### config.mk
export PLATFORM = sky130hd
export DESIGN_NAME = clk_div_ctrl
export DESIGN_NICKNAME = d
export VERILOG_FILES = /design/src/rtl/clk_div_ctrl.sv
export SDC_FILE = /design/constraint.sdc
export NUM_CORES = 1
export LEC_CHECK = 0
export CAP_MARGIN = 30
export CORE_ASPECT_RATIO = 1.4
export CORE_MARGIN = 10
export CORE_UTILIZATION = 30
export DETAILED_ROUTE_END_ITERATION = 12
export GPL_TIMING_DRIVEN = 0
export PLACE_DENSITY = 0.53
export SLEW_MARGIN = 0
export SYNTH_ARGS = -nofsm -noshare
export SYNTH_HDL_FRONTEND = slang
export SYNTH_SLANG_ARGS = --single-unit
### constraint.sdc
create_clock -name clock_in -period 9.2 [get_ports clock_in]
set_input_delay 2.76 -clock clock_in [delete_from_list [all_inputs] [get_ports clock_in]]
set_output_delay 2.76 -clock clock_in [all_outputs]
set_load 0.05 [all_outputs]
### src/rtl/clk_div_ctrl.sv
// Programmable clock divider: registered, glitch-free clock_out plus period tick,
// with ratio changes deferred to period wrap. Optional macro CLK_DIV_CTRL_SWCNT_EN adds sw_cnt.
module clk_div_ctrl #(
    parameter int unsigned W       = 8,
    parameter int unsigned DEF_DIV = 4
) (
    input  logic         clock_in,
    input  logic         reset_n,
    input  logic         en,
    input  logic         req_valid,
    input  logic [W-1:0] req_div,
    output logic         req_ready,
    output logic         req_err,
    output logic         clock_out,
    output logic         tick,
    output logic [W-1:0] cur_div,
    output logic         busy
`ifdef CLK_DIV_CTRL_SWCNT_EN
    ,
    output logic [7:0]   sw_cnt
`endif
);

    localparam logic [W-1:0] DEF_DIV_W = W'(DEF_DIV);
    localparam logic [W-1:0] MIN_DIV_W = W'(2);

    typedef enum logic [1:0] {
        IDLE  = 2'd0,
        RUN   = 2'd1,
        PEND  = 2'd2,
        DRAIN = 2'd3
    } state_t;

    state_t         r_state;
    state_t         w_state_nxt;

    logic [W-1:0]   r_cnt;
    logic [W-1:0]   r_cur_div;
    logic [W-1:0]   r_pend_div;
    logic           r_clock_out;
    logic           r_tick;
    logic           r_busy;
    logic           r_req_err;
    logic           r_req_ready;

    logic [W-1:0]   w_cnt_nxt;
    logic [W-1:0]   w_cur_div_nxt;
    logic [W-1:0]   w_pend_div_nxt;
    logic           w_clock_out_nxt;
    logic           w_tick_nxt;
    logic           w_busy_nxt;
    logic           w_req_err_nxt;
    logic           w_req_ready_nxt;
    logic           w_applied;
    logic           w_active_nxt;

    logic           w_accept;
    logic           w_legal;
    logic           w_accept_ok;
    logic           w_last;
    logic [W-1:0]   w_cnt_inc;

    assign w_accept    = req_valid && r_req_ready;
    assign w_legal     = (req_div >= MIN_DIV_W);
    assign w_accept_ok = w_accept && w_legal;
    assign w_last      = (r_cnt == (r_cur_div - W'(1)));
    assign w_cnt_inc   = w_last ? '0 : (r_cnt + W'(1));

    // State register
    always_ff @(posedge clock_in or negedge reset_n) begin
        if (!reset_n) begin
            r_state <= IDLE;
        end else begin
            r_state <= w_state_nxt;
        end
    end

    // Next-state: disabling always finishes the running period before IDLE
    always_comb begin
        w_state_nxt = r_state;
        case (r_state)
            IDLE: begin
                if (en) begin
                    w_state_nxt = RUN;
                end
            end
            RUN: begin
                if (!en) begin
                    w_state_nxt = w_last ? IDLE : DRAIN;
                end else if (w_accept_ok) begin
                    w_state_nxt = PEND;
                end
            end
            PEND: begin
                if (!en) begin
                    w_state_nxt = w_last ? IDLE : DRAIN;
                end else if (w_last) begin
                    w_state_nxt = RUN;
                end
            end
            DRAIN: begin
                if (w_last) begin
                    w_state_nxt = IDLE;
                end
            end
            default: w_state_nxt = IDLE;
        endcase
    end

    // Output/datapath next values; a new ratio only ever lands at a period boundary
    always_comb begin
        w_cnt_nxt       = r_cnt;
        w_cur_div_nxt   = r_cur_div;
        w_pend_div_nxt  = r_pend_div;
        w_busy_nxt      = r_busy;
        w_applied       = 1'b0;
        w_req_err_nxt   = w_accept && !w_legal;

        case (r_state)
            IDLE: begin
                w_cnt_nxt = '0;
                if (w_accept_ok) begin
                    w_cur_div_nxt = req_div;
                    w_applied     = 1'b1;
                end
            end
            RUN: begin
                w_cnt_nxt = w_cnt_inc;
                if (w_accept_ok) begin
                    if (w_state_nxt == IDLE) begin
                        w_cur_div_nxt = req_div;
                        w_applied     = 1'b1;
                    end else begin
                        w_pend_div_nxt = req_div;
                        w_busy_nxt     = 1'b1;
                    end
                end
            end
            PEND, DRAIN: begin
                w_cnt_nxt = w_cnt_inc;
                if (w_last && r_busy) begin
                    w_cur_div_nxt = r_pend_div;
                    w_busy_nxt    = 1'b0;
                    w_applied     = 1'b1;
                end
            end
            default: w_cnt_nxt = '0;
        endcase

        if (w_state_nxt == IDLE) begin
            w_cnt_nxt = '0;
        end

        w_active_nxt    = (w_state_nxt != IDLE);
        w_clock_out_nxt = w_active_nxt && (w_cnt_nxt < (w_cur_div_nxt >> 1));
        w_tick_nxt      = w_active_nxt && (w_cnt_nxt == '0);
        w_req_ready_nxt = (w_state_nxt == IDLE) || (w_state_nxt == RUN);
    end

    // Datapath and output registers
    always_ff @(posedge clock_in or negedge reset_n) begin
        if (!reset_n) begin
            r_cnt       <= '0;
            r_cur_div   <= DEF_DIV_W;
            r_pend_div  <= DEF_DIV_W;
            r_clock_out <= 1'b0;
            r_tick      <= 1'b0;
            r_busy      <= 1'b0;
            r_req_err   <= 1'b0;
            r_req_ready <= 1'b1;
        end else begin
            r_cnt       <= w_cnt_nxt;
            r_cur_div   <= w_cur_div_nxt;
            r_pend_div  <= w_pend_div_nxt;
            r_clock_out <= w_clock_out_nxt;
            r_tick      <= w_tick_nxt;
            r_busy      <= w_busy_nxt;
            r_req_err   <= w_req_err_nxt;
            r_req_ready <= w_req_ready_nxt;
        end
    end

    assign req_ready = r_req_ready;
    assign req_err   = r_req_err;
    assign clock_out = r_clock_out;
    assign tick      = r_tick;
    assign cur_div   = r_cur_div;
    assign busy      = r_busy;

`ifdef CLK_DIV_CTRL_SWCNT_EN
    logic [7:0] r_sw_cnt;

    // Saturating count of applied ratio changes
    always_ff @(posedge clock_in or negedge reset_n) begin
        if (!reset_n) begin
            r_sw_cnt <= 8'd0;
        end else if (w_applied && (r_sw_cnt != 8'hFF)) begin
            r_sw_cnt <= r_sw_cnt + 8'd1;
        end
    end

    assign sw_cnt = r_sw_cnt;
`else
    logic w_unused_applied;
    assign w_unused_applied = w_applied;
`endif

endmodule

**Yosys cells after proc, flatten, opt, wreduce, memory -nomap -nowiden**

Index checks and enable logic that the tools add are counted.
Widths: inputs -> output; s select.

- Flip-flop bits (word level): 31
- Bits of input ports: 12
- Output and inout port bits: 13
- Word-level logic and storage cells: 63

- Add/sub/neg operators: 2
- Magnitude comparators: 2
- Eq/ne operators: 10
- Multiplexer cells: 20
- Bitwise logic cells: 1
- Reduce and logical (&&, ||, !) cells: 18

Operator list:

| kind | count |
|---|---|
| $mux 8 | 6 |
| $pmux 8 s3 | 1 |
| $pmux 8 s2 | 1 |
| $mux 2 | 7 |
| $ne 2x2->1 const B | 5 |
| $add 8x1->8 const B | 1 |
| $eq 8x8->1 | 1 |
| $ge 8x2->1 const B | 1 |
| $logic_not 8->1 | 1 |
| $lt 8x7->1 | 1 |
| $pmux 2 s4 | 1 |
| $reduce_and 4->1 | 2 |
| $sub 8x1->8 const B | 1 |
| $logic_and 1x1->1 | 6 |
| $eq 2x1->1 const B | 2 |
| $eq 2x2->1 const B | 2 |
| $logic_not 2->1 | 2 |
| $reduce_bool 2->1 | 2 |
| $mux 1 | 3 |
| $reduce_and 3->1 | 1 |
| $reduce_or 3->1 | 1 |
| $pmux 1 s2 | 1 |
| $reduce_or 2->1 | 1 |
| $logic_not 1->1 | 1 |
| 2 further kinds | 2 |

**Longest topological paths before layout**

Gate-level depths: netlist (run 1).

- Depth in word-level cells: 11
- Depth in mapped cells: 17
- Depth with buffers taken out: 15

**Worst setup path before layout (run 1)**

Ideal clock, no wire load.

- Kind: in2reg
- From: in req_div[4]
- To: reg r_clock_out (netlist: clock_out)
- Library setup time: 65 ps
- Data arrival time: 5319 ps
- Data required time: 9135 ps
- Path slack: 3816 ps
- Stages on the path: 11
- Path buffers: 1
- Cells stage by stage: or4_1 -> o21bai_1 -> nor2_1 -> a21boi_4 -> nor2_2 -> buf_6 -> a221oi_1 -> ha_1 -> a21o_1 -> a2111oi_0 -> o211a_1

- Longest elaborated chain between the ends: 11
- Elaborated cells between the ends (all ways): 14
- Classes of those cells: 2 x order compare; 8 x mux; 4 x reduce/logical

RTL lines:

| item | line | source |
|---|---|---|
| from (decl) | 11 | `input logic [W-1:0] req_div,` |
| $ge 8x2->1 | 64 | `assign w_legal = (req_div >= MIN_DIV_W);` |
| $logic_and 1x1->1 | 65 | `assign w_accept_ok = w_accept && w_legal;` |
| $mux 2 | 90 | `end else if (w_accept_ok) begin` |
| $mux 2 | 88 | `if (!en) begin` |
| $pmux 2 s4 | 81 | `case (r_state)` |
| $logic_not 2->1 | 130, 150 |  |
| $mux 8 | 130 | `if (w_state_nxt == IDLE) begin` |
| $mux 8 | 129 | `if (w_accept_ok) begin` |
| $pmux 8 s3 | 119 | `case (r_state)` |
| $lt 8x7->1 | 155 | `w_clock_out_nxt = w_active_nxt && (w_cnt_nxt < (w_cur_div_nxt >> 1));` |
| $logic_and 1x1->1 (*) | 155 |  |
| named net w_clock_out_nxt | 49 | `logic w_clock_out_nxt;` |
| to (signal assigned) | 175 | `r_clock_out <= w_clock_out_nxt;` |
| to (decl) | 40 | `logic r_clock_out;` |

The timed path passes the listed nets; every way through them passes the cells marked *. The select of a mux whose other input is x is not followed.
A chain may end at the register's enable or synchronous reset.

**Worst setup path after layout (run 1)**

- From: in req_div[2]
- To: reg r_clock_out (netlist: clock_out)

The elaborated chain is that of the path after synthesis.

==> flow_summary.toml, run 1 <==
[run_status]
outcome = "finished clean"

[cts]
clockBufferDepth = 2
cts_buffers = 5
cts_setup_buffers = 0
cts_tree = "yes"
cts.clk_slew.worst_paths_ns = 0.07
hold_buffers = 0
htree_num_levels = 2
clock-root-buffer = "clkbuf_8"
cts_sinks = 31
clock_insertion_delay_worst_skew_ns = 0.28
cts_resized = 0

[drt]
drcViolationCount = 0
totalWireLength_um = 5000
first_iter_violations = 152
firstDrtPassIters = 4
vias_per_cell = 5.29
wl_per_cell_um = 16.9
num_vias = 1560
ant_nets = 0

[power_and_ir_drop]
p_switching_uw = 363
p_comb_share_pct = 52.4
internal_power_uw = 472
switching_share_pct = 43.5
irDropWorstVdd_uv = 123
clkPwrFrac_pct = 16.8
power_density_nw_per_um2 = 350
pwr-share-seq_pct = 30.8
p_leak_uw = 0.000995

[timing]
hold_viol_final = 0
period_share_pct = 65.1
rsz0062_at_grt = "false"
holdWs_ns = 0.507
fin_ws_ns = 3.21
finalCriticalPeriod_ns = 5.99
fin_tns_setup_ns = 0
slew-limit-headroom_pct = 52.6
finClkSkew_ns = 0.00242
max_freq_mhz = 167
drv_slew = 0
tightestPinTransition_ns = 0.711
setup_viol = 0

[flow_run]
drv_cap = 0

[layout]
fin_nets = 242
antenna_cells = 0
post-route-util_pct = 38.1
drive_gt1_share_pct = 16.6
instances_no_fill = 295
fillCellCount = 643
syn_to_final_growth_pct = 22.2

[setup_path]
critPathArrivalTime_ns = 6.21
rr_endpoint = "clock_out$_DFF_PN0_"
r2r_start = "cur_div[0]$_DFFE_PN0P_"
endpoint_kind = "flop"
crit_required_ns = 9.42
reg2reg_slack_ns = 5.06
critPathKind = "in2reg"
crit_fanout = 10
reg2regPathDepth = 15
start_kind = "primary input"

[synth]
synth_top_area_share_pct = 35.9
synthTopCellsByArea = "dfrtp_1, ha_1, mux2_2"
netlist_area_sq_um = 1950
yosysSeqAreaShare_pct = 39.9
synth_largest_area_cell = "dfrtp_1"
syn-mean-instance-area_sq_um = 10.2
synthesis.nets = 212
synth_cells = 192
yosys_warnings = 0
ys_seq_elements = 31
yosysUniqueCellTypes = 56

[hold_path]
min_path_type = "reg2reg"
holdPathEnd = "req_err$_DFF_PN0_"
holdPathStages = 2
hp-start = "req_ready$_DFF_PN1_"

[grt]
grt_overflow = 0
grt_pass1_wl_um = 8180
grt_max_degree = 32
first_global_vias = 1637
grtUsageTotal_pct = 10.2
antenna_found_initial = 0

[floorplan]
start_util_pct = 31.2
io_pins = 25
core_area_sq_um = 6250
die_h_um = 115
die_area_sq_um = 10200
die_x_um = 88.2
rows = 34

[placed_design]
port_buffers = 23
pre_cts_ws_ns = 2.87
gp_congestion = 0.810
dp.cells = 287
hpwl_um = 3860
## state kept, by name, indices dropped and copies added (netlist names)
name        cells
cur_div         8
r_cnt           8
r_pend_div      8
r_state         2
busy            1
clock_out       1
req_err         1
req_ready       1
tick            1
## cells in the mapped netlist (all sizes together)
master and instances:
nor4b 1, and2 8, o2111ai 1, o211a 1, a21o 1, nand3 5
a311o 1, clkbuf 3, nor3 5, nand4 2, nand2 14, nor4 2
and3 3, a221oi 7, mux2i 1, a21boi 1, inv 7, o22ai 2
o21bai 1, xor2 6, a2111oi 1, a211oi 3, a22oi 1, or2 1
o211ai 1, xnor2 8, ha 8, nand3b 3, dfrtp 28, or4 2
or3 3, a21oi 5, nor2 16, o21ai 6, a41oi 2, buf 4
dfstp 3, a221o 6, o21ba 2, o311a 1, and4b 1, nor2b 2
mux2 8, o2111a 1, nand2b 4
## layer usage
metal	GRT usage, %	vias to the layer above	wire length, um
li1	-	780	-
met1	11.7	750	2080
met2	17.3	23	2610
met3	1.97	7	165
met4	5.56	0	141
met5	0	-	0
## cell type report
class	count	area, sq um	area share [%]
tap	72	90.1	3.78
clock buffer	6	82.6	3.46
clock inverter	2	35.0	1.47
sequential	31	779	32.7
inverter	7	26.3	1.10
buffer	7	40.0	1.68
multi-input combinational	147	1110	46.4
timing repair buffer	23	225	9.44
## cells in the final DEF, fill, tap and decap left out, types with 4 or more instances in the layout
master	netlist	routed
and2_1	7	7
mux2_2	8	8
xnor2_1	8	8
nand3_1	5	5
clkdlybuf4s50_1	0	22
a221oi_2	4	4
nand2b_1	4	4
nor3_1	4	4
xor2_1	6	6
a221o_1	6	6
clkbuf_8	0	6
dfrtp_1	28	28
a21oi_1	5	5
ha_1	8	8
o21ai_0	5	5
nand2_1	14	14
nor2_1	15	15
inv_1	7	7
## logic make-up after synthesis
kind of cell	share of synthesized area [%]
flops	39.9
simple gates	20.3
compound gates	19.8
xor+xnor	6.28
mux	5.13
fa+ha+maj	5.13
buf+inv	3.40
## through the flow
stage	total power [uW]	area, sq um
6_report	835	2380
5_1_grt	900	2380
4_1_cts	844	2380
3_5_place_dp	699	2270
3_3_place_gp	694	2270
2_1_floorplan	575	1950
## worst max-delay path by stage
stage,slack [ns],startpoint,to,cells after the start
floorplan,3.82,req_div[4],clock_out$_DFF_PN0_,11
global placement,2.87,req_div[2],clock_out$_DFF_PN0_,11
detailed placement,2.87,req_div[2],clock_out$_DFF_PN0_,11
CTS,3.17,req_div[4],clock_out$_DFF_PN0_,11
global route,2.98,req_div[4],clock_out$_DFF_PN0_,11
finish,3.21,req_div[2],clock_out$_DFF_PN0_,12
## power by group through the flow
stage	Sequential, uW	Clock [uW]	Combinational, uW
2_1_floorplan	309	0	265
3_3_place_gp	259	0	435
3_5_place_dp	260	0	439
4_1_cts	258	145	441
5_1_grt	266	149	485
6_report	257	140	438
## critical path, stage by stage
cell	delay, ns
clkdlybuf4s50_1	0.45
or4_1	0.55
o21bai_1	0.45
nor2_1	0.15
a21boi_4	0.20
nor2_2	0.23
buf_6	0.18
a221oi_1	0.10
ha_1	0.31
a21o_1	0.18
a2111oi_0	0.44
o211a_1	0.21
Power figures use the tool's default switching activity.
==> run 2, diff against run 1 <==
clock period = 5.8 ns   (was 9.2 ns; I/O delays follow)
==> results of run 2 <==
Same layout as run 1 (identical final DEF). Status: finished clean.
Among the figures that moved: setup slack after placement 2.87 ns -> 0.492 ns; setup slack after layout 3.21 ns -> 0.828 ns; register-to-register setup slack 5.06 ns -> 1.66 ns; total power 835 uW -> 1320 uW; worst IR drop on VDD 123 uV -> 194 uV
